[src/rtl/as_memaccess.sv]
// RV64I memory-access stage: data-memory handshake, load alignment/extension and MEM/WB register.
// Optional MISALIGN_TRAP_EN: misaligned accesses retire without a request and flag wb_misalign_o.
module as_memaccess #(
  parameter int XLEN    = 64,
  parameter int DADDR_W = 32,
  parameter int IADDR_W = 32
) (
  input  logic               clk_i,
  input  logic               rstn_i,
  input  logic               valid_i,
  input  logic [XLEN-1:0]    alu_result_i,
  input  logic [XLEN-1:0]    store_data_i,
  input  logic [2:0]         funct3_i,
  input  logic               mem_read_i,
  input  logic               mem_write_i,
  input  logic [1:0]         mux_result_src_i,
  input  logic [IADDR_W-1:0] return_address_i,
  input  logic [4:0]         rd_i,
  input  logic               reg_write_i,
  output logic               stall_o,
  output logic               dmem_req_o,
  output logic               dmem_we_o,
  output logic [DADDR_W-1:0] dmem_addr_o,
  output logic [7:0]         dmem_be_o,
  output logic [XLEN-1:0]    dmem_wdata_o,
  input  logic               dmem_gnt_i,
  input  logic               dmem_rvalid_i,
  input  logic [XLEN-1:0]    dmem_rdata_i,
  output logic               wb_valid_o,
  output logic [XLEN-1:0]    wb_alu_result_o,
  output logic [XLEN-1:0]    wb_data_mem_o,
  output logic [IADDR_W-1:0] wb_return_address_o,
  output logic [1:0]         wb_mux_result_src_o,
  output logic [4:0]         wb_rd_o,
  output logic               wb_reg_write_o
`ifdef MISALIGN_TRAP_EN
  ,
  output logic               wb_misalign_o
`endif
);

  typedef enum logic [1:0] {IDLE, WAIT_GNT, WAIT_RVALID} state_t;

  state_t            state;
  logic [2:0]        a_raw, a_al, cap_a, cap_f3;
  logic              misalign, mem_op;
  logic [7:0]        be_raw;
  logic [XLEN-1:0]   wdata_raw, shifted, load_data;

  assign a_raw = alu_result_i[2:0];

  // Byte offset rounded down to the natural alignment of the access size.
  always_comb begin
    case (funct3_i[1:0])
      2'b00:   a_al = a_raw;
      2'b01:   a_al = {a_raw[2:1], 1'b0};
      2'b10:   a_al = {a_raw[2], 2'b00};
      default: a_al = 3'b000;
    endcase
  end

`ifdef MISALIGN_TRAP_EN
  assign misalign = valid_i & (mem_read_i | mem_write_i) & (a_al != a_raw);
`else
  assign misalign = 1'b0;
`endif

  assign mem_op     = valid_i & (mem_read_i | mem_write_i) & ~misalign;
  assign dmem_req_o = mem_op & (state != WAIT_RVALID);
  assign dmem_we_o  = dmem_req_o & mem_write_i;
  assign dmem_addr_o = dmem_req_o ? {alu_result_i[DADDR_W-1:3], 3'b000} : '0;

  always_comb begin
    be_raw = 8'h00;
    case (funct3_i[1:0])
      2'b00:   be_raw = 8'h01 << a_al;
      2'b01:   be_raw = 8'h03 << a_al;
      2'b10:   be_raw = 8'h0F << a_al;
      default: be_raw = 8'hFF;
    endcase
  end

  assign dmem_be_o = dmem_req_o ? be_raw : 8'h00;

  // Each lane picks the store-data byte that repeats into it for the access size.
  for (genvar gi = 0; gi < 8; gi++) begin : g_lane
    localparam logic [2:0] LANE = 3'(gi);
    logic [2:0] src;
    always_comb begin
      case (funct3_i[1:0])
        2'b00:   src = 3'd0;
        2'b01:   src = {2'b00, LANE[0]};
        2'b10:   src = {1'b0, LANE[1:0]};
        default: src = LANE;
      endcase
    end
    assign wdata_raw[gi*8 +: 8] = store_data_i[{src, 3'b000} +: 8];
  end

  assign dmem_wdata_o = dmem_we_o ? wdata_raw : '0;

  always_comb begin
    stall_o = 1'b0;
    if (state == WAIT_RVALID)
      stall_o = ~dmem_rvalid_i;
    else if (mem_op)
      stall_o = ~(dmem_gnt_i & mem_write_i);
  end

  assign shifted = dmem_rdata_i >> {cap_a, 3'b000};

  always_comb begin
    case (cap_f3)
      3'b000:  load_data = {{(XLEN-8){shifted[7]}},   shifted[7:0]};
      3'b001:  load_data = {{(XLEN-16){shifted[15]}}, shifted[15:0]};
      3'b010:  load_data = {{(XLEN-32){shifted[31]}}, shifted[31:0]};
      3'b100:  load_data = {{(XLEN-8){1'b0}},         shifted[7:0]};
      3'b101:  load_data = {{(XLEN-16){1'b0}},        shifted[15:0]};
      3'b110:  load_data = {{(XLEN-32){1'b0}},        shifted[31:0]};
      default: load_data = shifted;
    endcase
  end

  always_ff @(posedge clk_i or negedge rstn_i) begin
    if (!rstn_i) begin
      state               <= IDLE;
      cap_a               <= 3'b000;
      cap_f3              <= 3'b000;
      wb_valid_o          <= 1'b0;
      wb_alu_result_o     <= '0;
      wb_data_mem_o       <= '0;
      wb_return_address_o <= '0;
      wb_mux_result_src_o <= 2'b00;
      wb_rd_o             <= 5'd0;
      wb_reg_write_o      <= 1'b0;
`ifdef MISALIGN_TRAP_EN
      wb_misalign_o       <= 1'b0;
`endif
    end else begin
      case (state)
        IDLE, WAIT_GNT: begin
          if (!mem_op)
            state <= IDLE;
          else if (!dmem_gnt_i)
            state <= WAIT_GNT;
          else if (mem_read_i) begin
            state  <= WAIT_RVALID;
            cap_a  <= a_al;
            cap_f3 <= funct3_i;
          end else
            state <= IDLE;
        end
        WAIT_RVALID: if (dmem_rvalid_i) state <= IDLE;
        default:     state <= IDLE;
      endcase

      // Stalled cycles hand writeback a bubble; the payload fields keep their last value.
      if (stall_o) begin
        wb_valid_o     <= 1'b0;
        wb_reg_write_o <= 1'b0;
`ifdef MISALIGN_TRAP_EN
        wb_misalign_o  <= 1'b0;
`endif
      end else begin
        wb_valid_o          <= valid_i;
        wb_reg_write_o      <= valid_i & reg_write_i & ~misalign;
        wb_alu_result_o     <= alu_result_i;
        wb_return_address_o <= return_address_i;
        wb_mux_result_src_o <= mux_result_src_i;
        wb_rd_o             <= rd_i;
        if (state == WAIT_RVALID)
          wb_data_mem_o <= load_data;
`ifdef MISALIGN_TRAP_EN
        wb_misalign_o       <= misalign;
`endif
      end
    end
  end

endmodule

[config.mk]
export PLATFORM = sky130hd
export DESIGN_NAME = as_memaccess
export DESIGN_NICKNAME = d
export VERILOG_FILES = /design/src/rtl/as_memaccess.sv
export SDC_FILE = /design/constraint.sdc
export NUM_CORES = 1
export LEC_CHECK = 0
export ABC_AREA = 1
export CAP_MARGIN = 15
export CORE_AREA = 2 2 204 206
export CTS_BUF_LIST = sky130_fd_sc_hd__clkbuf_4 sky130_fd_sc_hd__clkbuf_8
export DETAILED_ROUTE_END_ITERATION = 10
export DIE_AREA = 0 0 206 208
export HOLD_SLACK_MARGIN = 0.15
export PLACE_DENSITY = 0.6
export SYNTH_ARGS = -nofsm -noshare
export SYNTH_HDL_FRONTEND = slang
export SYNTH_SLANG_ARGS = --single-unit
export TNS_END_PERCENT = 50
[constraint.sdc]
create_clock -name clk_i -period 1.56 [get_ports clk_i]
set_input_delay 0.234 -clock clk_i [delete_from_list [all_inputs] [get_ports clk_i]]
set_output_delay 0.234 -clock clk_i [all_outputs]
set_load 0.005 [all_outputs]
# Word-level counts from Yosys, hierarchy flattened
# Index checks and enable logic that the tools add are counted.
dict set report totals {
  reg_bits 177
}
dict set report op_classes {
  n_mux 22
  bitwise_logic 9
  shift 11
  n_eq_ne 11
  n_reduce_logical 9
}
# op n
set ops {}
lappend ops {{indexed part select 64 x 7 -> 8 bit} 7}
lappend ops {{case mux 64 bit (6 select lines)} 1}
lappend ops {{2-to-1 mux 64 bit} 1}
lappend ops {{right shift 64 x 6 -> 64 bit} 1}
lappend ops {{2-to-1 mux 32 bit} 1}
lappend ops {{case mux 8 bit (3 select lines)} 1}
lappend ops {{case mux 3 bit (3 select lines)} 2}
lappend ops {{case mux 3 bit (2 select lines)} 2}
lappend ops {{2-to-1 mux 2 bit} 5}
lappend ops {{equality test 3 bit, second input constant} 3}
lappend ops {{2-to-1 mux 8 bit} 1}
lappend ops {{case mux 2 bit (2 select lines)} 2}
lappend ops {{left shift 1 x 3 -> 8 bit, first input constant} 1}
lappend ops {{left shift 2 x 3 -> 8 bit, first input constant} 1}
lappend ops {{left shift 4 x 3 -> 8 bit, first input constant} 1}
lappend ops {{OR reduction 2 bit} 3}
lappend ops {{bitwise AND 1 bit} 5}
lappend ops {{2-to-1 mux 1 bit} 5}
lappend ops {{equality test 2 x 1 -> 1 bit, second input constant} 2}
lappend ops {{equality test 2 bit, second input constant} 2}
lappend ops {{logical NOT 2 bit} 2}
lappend ops {{!= test 2 bit, second input constant} 2}
lappend ops {{AND reduction 4 bit} 1}
lappend ops {{equality test 3 x 1 -> 1 bit, second input constant} 1}
lappend ops {{7 further kinds} 9}

# Logic depth before layout (Yosys ltp)
dict set report depth {
  word_depth 6
  mapped_depth 13
}

# Least setup slack after synthesis
# Ideal clock, no wire load.
dict set report synth_timing {
  path_type {input to output}
  start {input funct3_i[0]}
  end {output dmem_wdata_o[61]}
  setup_slack_ps -121
  arrival_time_ps 1447
  n_path_buf 2
  cell_stages 7
  cell_sequence {inv_1 -> ha_1 -> clkinv_1 -> clkbuf_1 -> clkbuf_1 -> nand2_1 -> a211oi_1}
}
dict set report synth_via {
  elab_chain_len 4
  elab_cells_between_ends 6
  classes_between {eq/ne: 2; shift: 1; mux: 2; reduce/logical: 1}
}
# element line
set synth_lines {}
lappend synth_lines {{from (decl)} 13} ;# input logic [2:0] funct3_i,
lappend synth_lines {{equality test 2 bit (tied with other cells)} 90} ;# case (funct3_i[1:0])
lappend synth_lines {{case mux 3 bit (3 select lines) *} 90}
lappend synth_lines {{indexed part select 64 x 7 -> 8 bit *} 97} ;# assign wdata_raw[gi*8 +: 8] = store_data_i[{src, 3'b000} +: 8];
lappend synth_lines {{2-to-1 mux 64 bit *} 100} ;# assign dmem_wdata_o = dmem_we_o ? wdata_raw : '0;
lappend synth_lines {{to (decl)} 25} ;# output logic [XLEN-1:0] dmem_wdata_o,
# Mark *: on every way between the ends. The rest lies on a longest branch, timed or not.

# Final worst setup path
dict set report layout_timing {
  start {register state[1]}
  end {output dmem_wdata_o[54]}
}
dict set report layout_via {
  elab_chain_len 4
}
# element line
set layout_lines {}
lappend layout_lines {{from (decl)} 44} ;# state_t state;
lappend layout_lines {{from (signal assigned)} 126} ;# state <= IDLE;
lappend layout_lines {{from (signal assigned)} 143} ;# state <= IDLE;
lappend layout_lines {{from (signal assigned)} 145} ;# state <= WAIT_GNT;
lappend layout_lines {{!= test 2 bit} 69} ;# assign dmem_req_o = mem_op & (state != WAIT_RVALID);
lappend layout_lines {{bitwise AND 1 bit} 69}
lappend layout_lines {{bitwise AND 1 bit} 70} ;# assign dmem_we_o = dmem_req_o & mem_write_i;
lappend layout_lines {{2-to-1 mux 64 bit} 100}
# Every way passes these cells.

==> flow_summary_export.csv <==
group,metric,value,unit
outcome,status,"finished, violations left",
outcome,violations,"negative setup slack",
global_routing,grt_max_degree,57,
min_path,hp-start,"funct3_i[1]",
yosys,ys_ff_latch,177,
drt,dr_wl_met2,26.8,mm
yosys,synth.area.top_cells,"dfrtp_1 (41%), nand2_1 (12%), mux2_2 (7.8%)",
clocking,clock_path_buffers,2,
clocking,root_buffer,"clkbuf_8",
min_path,whs_path_depth,4,
yosys,synth_top_area_cell,"dfrtp_1",
layout,areaGrowthSynthToFinish,90.3,%
drt,drt-initial-drc-count,770,
timing,tightest_slew,0.528,ns
global_routing,overflow,0,
timing,post-route-period-util,1.45,
drt,drt-met1-wl,20.2,mm
drt,num_vias,12700,
global_routing,antenna_found_initial,3,
timing,setup_viol,410,
timing,report.final.hold_viol_count,0,
drt,highest_layer,"met5",
layout,diodes,0,
clocking,clock_latency,0.48,ns
timing,min_period,2.27,ns
global_routing,grt_usage,0.222,
drt,dr.pass1.iters,5,
timing,relSlewSlack,0.644,
layout,layout.nets,2411,
clocking,cts.htree.levels,4,
place,pre_cts_ws,-1.34,ns
global_routing,first_global_vias,12500,
place,place.port_buffers,514,
floorplan,fp.dieH,208,um
floorplan,die_w,206,um
yosys,syn_avg_cell_area,7.49,um2
clocking,numCtsBuffers,17,
flow_run,drv_cap,0,
drt,routed_wl,52.1,mm
setup_path,rrSetupSlack,-0.36,ns
clocking,path_clk_slew,0.11,ns
min_path,min_to,"cap_f3[1]",
layout,layout-drive-gt1-share,0.356,
yosys,syn_area,10700,um2
setup_path,r2r_end,"wb_data_mem_o[36]",
clocking,clock-sinks,177,
drt,drc,0,
floorplan,ios,518,
layout,nFillCells,3935,
setup_path,startpoint_type,"flip-flop",
timing,clock_skew,0.0204,ns
power_and_ir_drop,power_density,930,nW/um2
layout,finish.utilization,0.501,
yosys,synth_top_area_frac,0.415,
yosys,synth_cells,1425,
setup_path,crit_type,"reg2out",
layout,regArea,4430,um2
timing,timing.fmax,441,MHz
timing,tns,-90.98,ns
power_and_ir_drop,max-vdd-ir-drop,0.570,mV
yosys,synth-edff-count,0,
drt,wl_per_cell,19.2,um
floorplan,std_cell_rows,74,
yosys,synthFlopType,"dfrtp_1",
min_path,hp-class,"in2reg",
floorplan,core,40600,um2
setup_path,cp_data_arrival_time,2.03,ns
drt,ant_nets,0,
setup_path,cp.required,1.33,ns
yosys,synth_cell_types,36,
drt,dr_wl_met3,3.78,mm
clocking,cts_tree,"yes",
place,dp_hpwl,38.7,mm
yosys,yosysSeqAreaShare,0.415,
yosys,yosys_warnings,0,
power_and_ir_drop,leakagePower,9.37,nW
floorplan,dieArea,42800,um2
timing,hold_ws,0.222,ns
setup_path,endpoint_kind,"output pin",
yosys,synth_async_sr_flop_share,1.00,
layout,stdcell_area,20300,um2
timing,rsz0062_at_grt,"true",
layout,multiInputGateArea,6370,um2
setup_path,rr_startpoint,"cap_a[0]",
timing,setup_ws,-0.709,ns
global_routing,grt_pass1_wl,73.2,mm
timing,drv_slew,0,
drt,viasPerCell,4.70,
floorplan,initial_core_util,0.263,
setup_path,crit_path_max_fanout,6,
setup_path,reg2reg_depth,12,
place,placed_area,18000,um2
place,gp_congestion,0.910,
-- layer usage --
layer  vias up  GRT usage
met2       486      0.407
met5         -          0
met3        68     0.0487
met4         4     0.0655
met1      6087      0.255
li1       6065          -
-- synthesized netlist by cell type, types with 6 or more instances --
| master | instances |
|---|---|
| inv_1 | 131 |
| a211oi_1 | 44 |
| nand2_1 | 346 |
| clkbuf_1 | 39 |
| o21a_1 | 9 |
| o21ai_0 | 133 |
| buf_6 | 6 |
| or2_2 | 45 |
| buf_1 | 10 |
| nor2_1 | 184 |
| o22ai_1 | 11 |
| mux2_2 | 74 |
| ha_1 | 7 |
| dfrtp_1 | 177 |
| a21oi_1 | 41 |
| nor3_1 | 16 |
| nand3_1 | 65 |
| buf_4 | 20 |
| buf_2 | 25 |
-- per-stage QoR --
stage	power (mW)	cells
after floorplan	9.44	1427
after global placement	14.5	2598
after detailed placement	14.5	2598
after CTS	17.9	2656
after global routing	20.0	2707
final	18.9	2707
-- sequential cells by signal, indices dropped and copies added (netlist names) --
name,count
wb_alu_result_o,64
wb_rd_o,5
wb_valid_o,1
wb_mux_result_src_o,2
wb_return_address_o,32
cap_f3,3
wb_data_mem_o,64
state,2
wb_reg_write_o,1
cap_a,3
-- placed cells by master (no fill, tap or decap), types with 48 or more instances in the layout --
cell / instances
clkdlybuf4s50_1: 407
dfrtp_1: 176
inv_1: 121
buf_4: 204
buf_2: 77
nor2_1: 131
mux2_2: 74
nand2_1: 319
o21ai_0: 90
nand3_1: 48
-- worst max-delay path by stage --
stage                            from                to  cells past startpoint
after CTS                    state[1]  dmem_wdata_o[38]                      8
after detailed placement  funct3_i[1]      dmem_be_o[7]                     11
final                        state[1]  dmem_wdata_o[54]                      9
after global routing         state[1]  dmem_wdata_o[54]                      9
after global placement    funct3_i[1]      dmem_be_o[4]                     12
after floorplan           funct3_i[0]  dmem_wdata_o[60]                      7
-- cells by family after synthesis --
group                    Yosys count  share of synthesized area
adder cells (fa/ha/maj)            7                    0.00820
flip-flops                       177                      0.415
AND/OR/NAND/NOR                  676                      0.265
buffers and inverters            236                     0.0972
other                              1                   0.000351
multiplexers                      74                     0.0780
AO/OA/AOI/OAI                    254                      0.136
-- final cells by class --
cell class | instances | area share
Multi-Input combinational cell | 1017 | 0.313
Timing Repair Buffer | 813 | 0.390
Sequential cell | 177 | 0.218
Inverter | 136 | 0.0263
Clock inverter | 15 | 0.00745
Clock buffer | 17 | 0.0115
Tap cell | 532 | 0.0328
-- critical path: stages, from the launching register on --
cell and delay [ns]:
dfrtp_1 0.41, inv_2 0.07, nor2_4 0.04, nor2_4 0.19, buf_6 0.15, nand2_8 0.08, buf_12 0.14, buf_16 0.13
a211oi_4 0.18, buf_2 0.17
-- where the power goes --
part           internal, mW  switching, mW  total (mW)
clock                  1.18           1.97        3.16
combinational          5.26           4.16        9.42
sequential             5.64          0.670        6.31
-- what timing repair did --
action / in CTS / in global routing
buffers inserted: 22 / 38
gates resized for setup: 504 / 302
pin swaps: 26 / 66
cloned: 5 / 19
endpoints found under the setup margin: 422 / 436
hold buffers: 1 / 0
hold endpoints to repair: 158 / 0
Note: power is estimated with default switching activity, not from simulation.
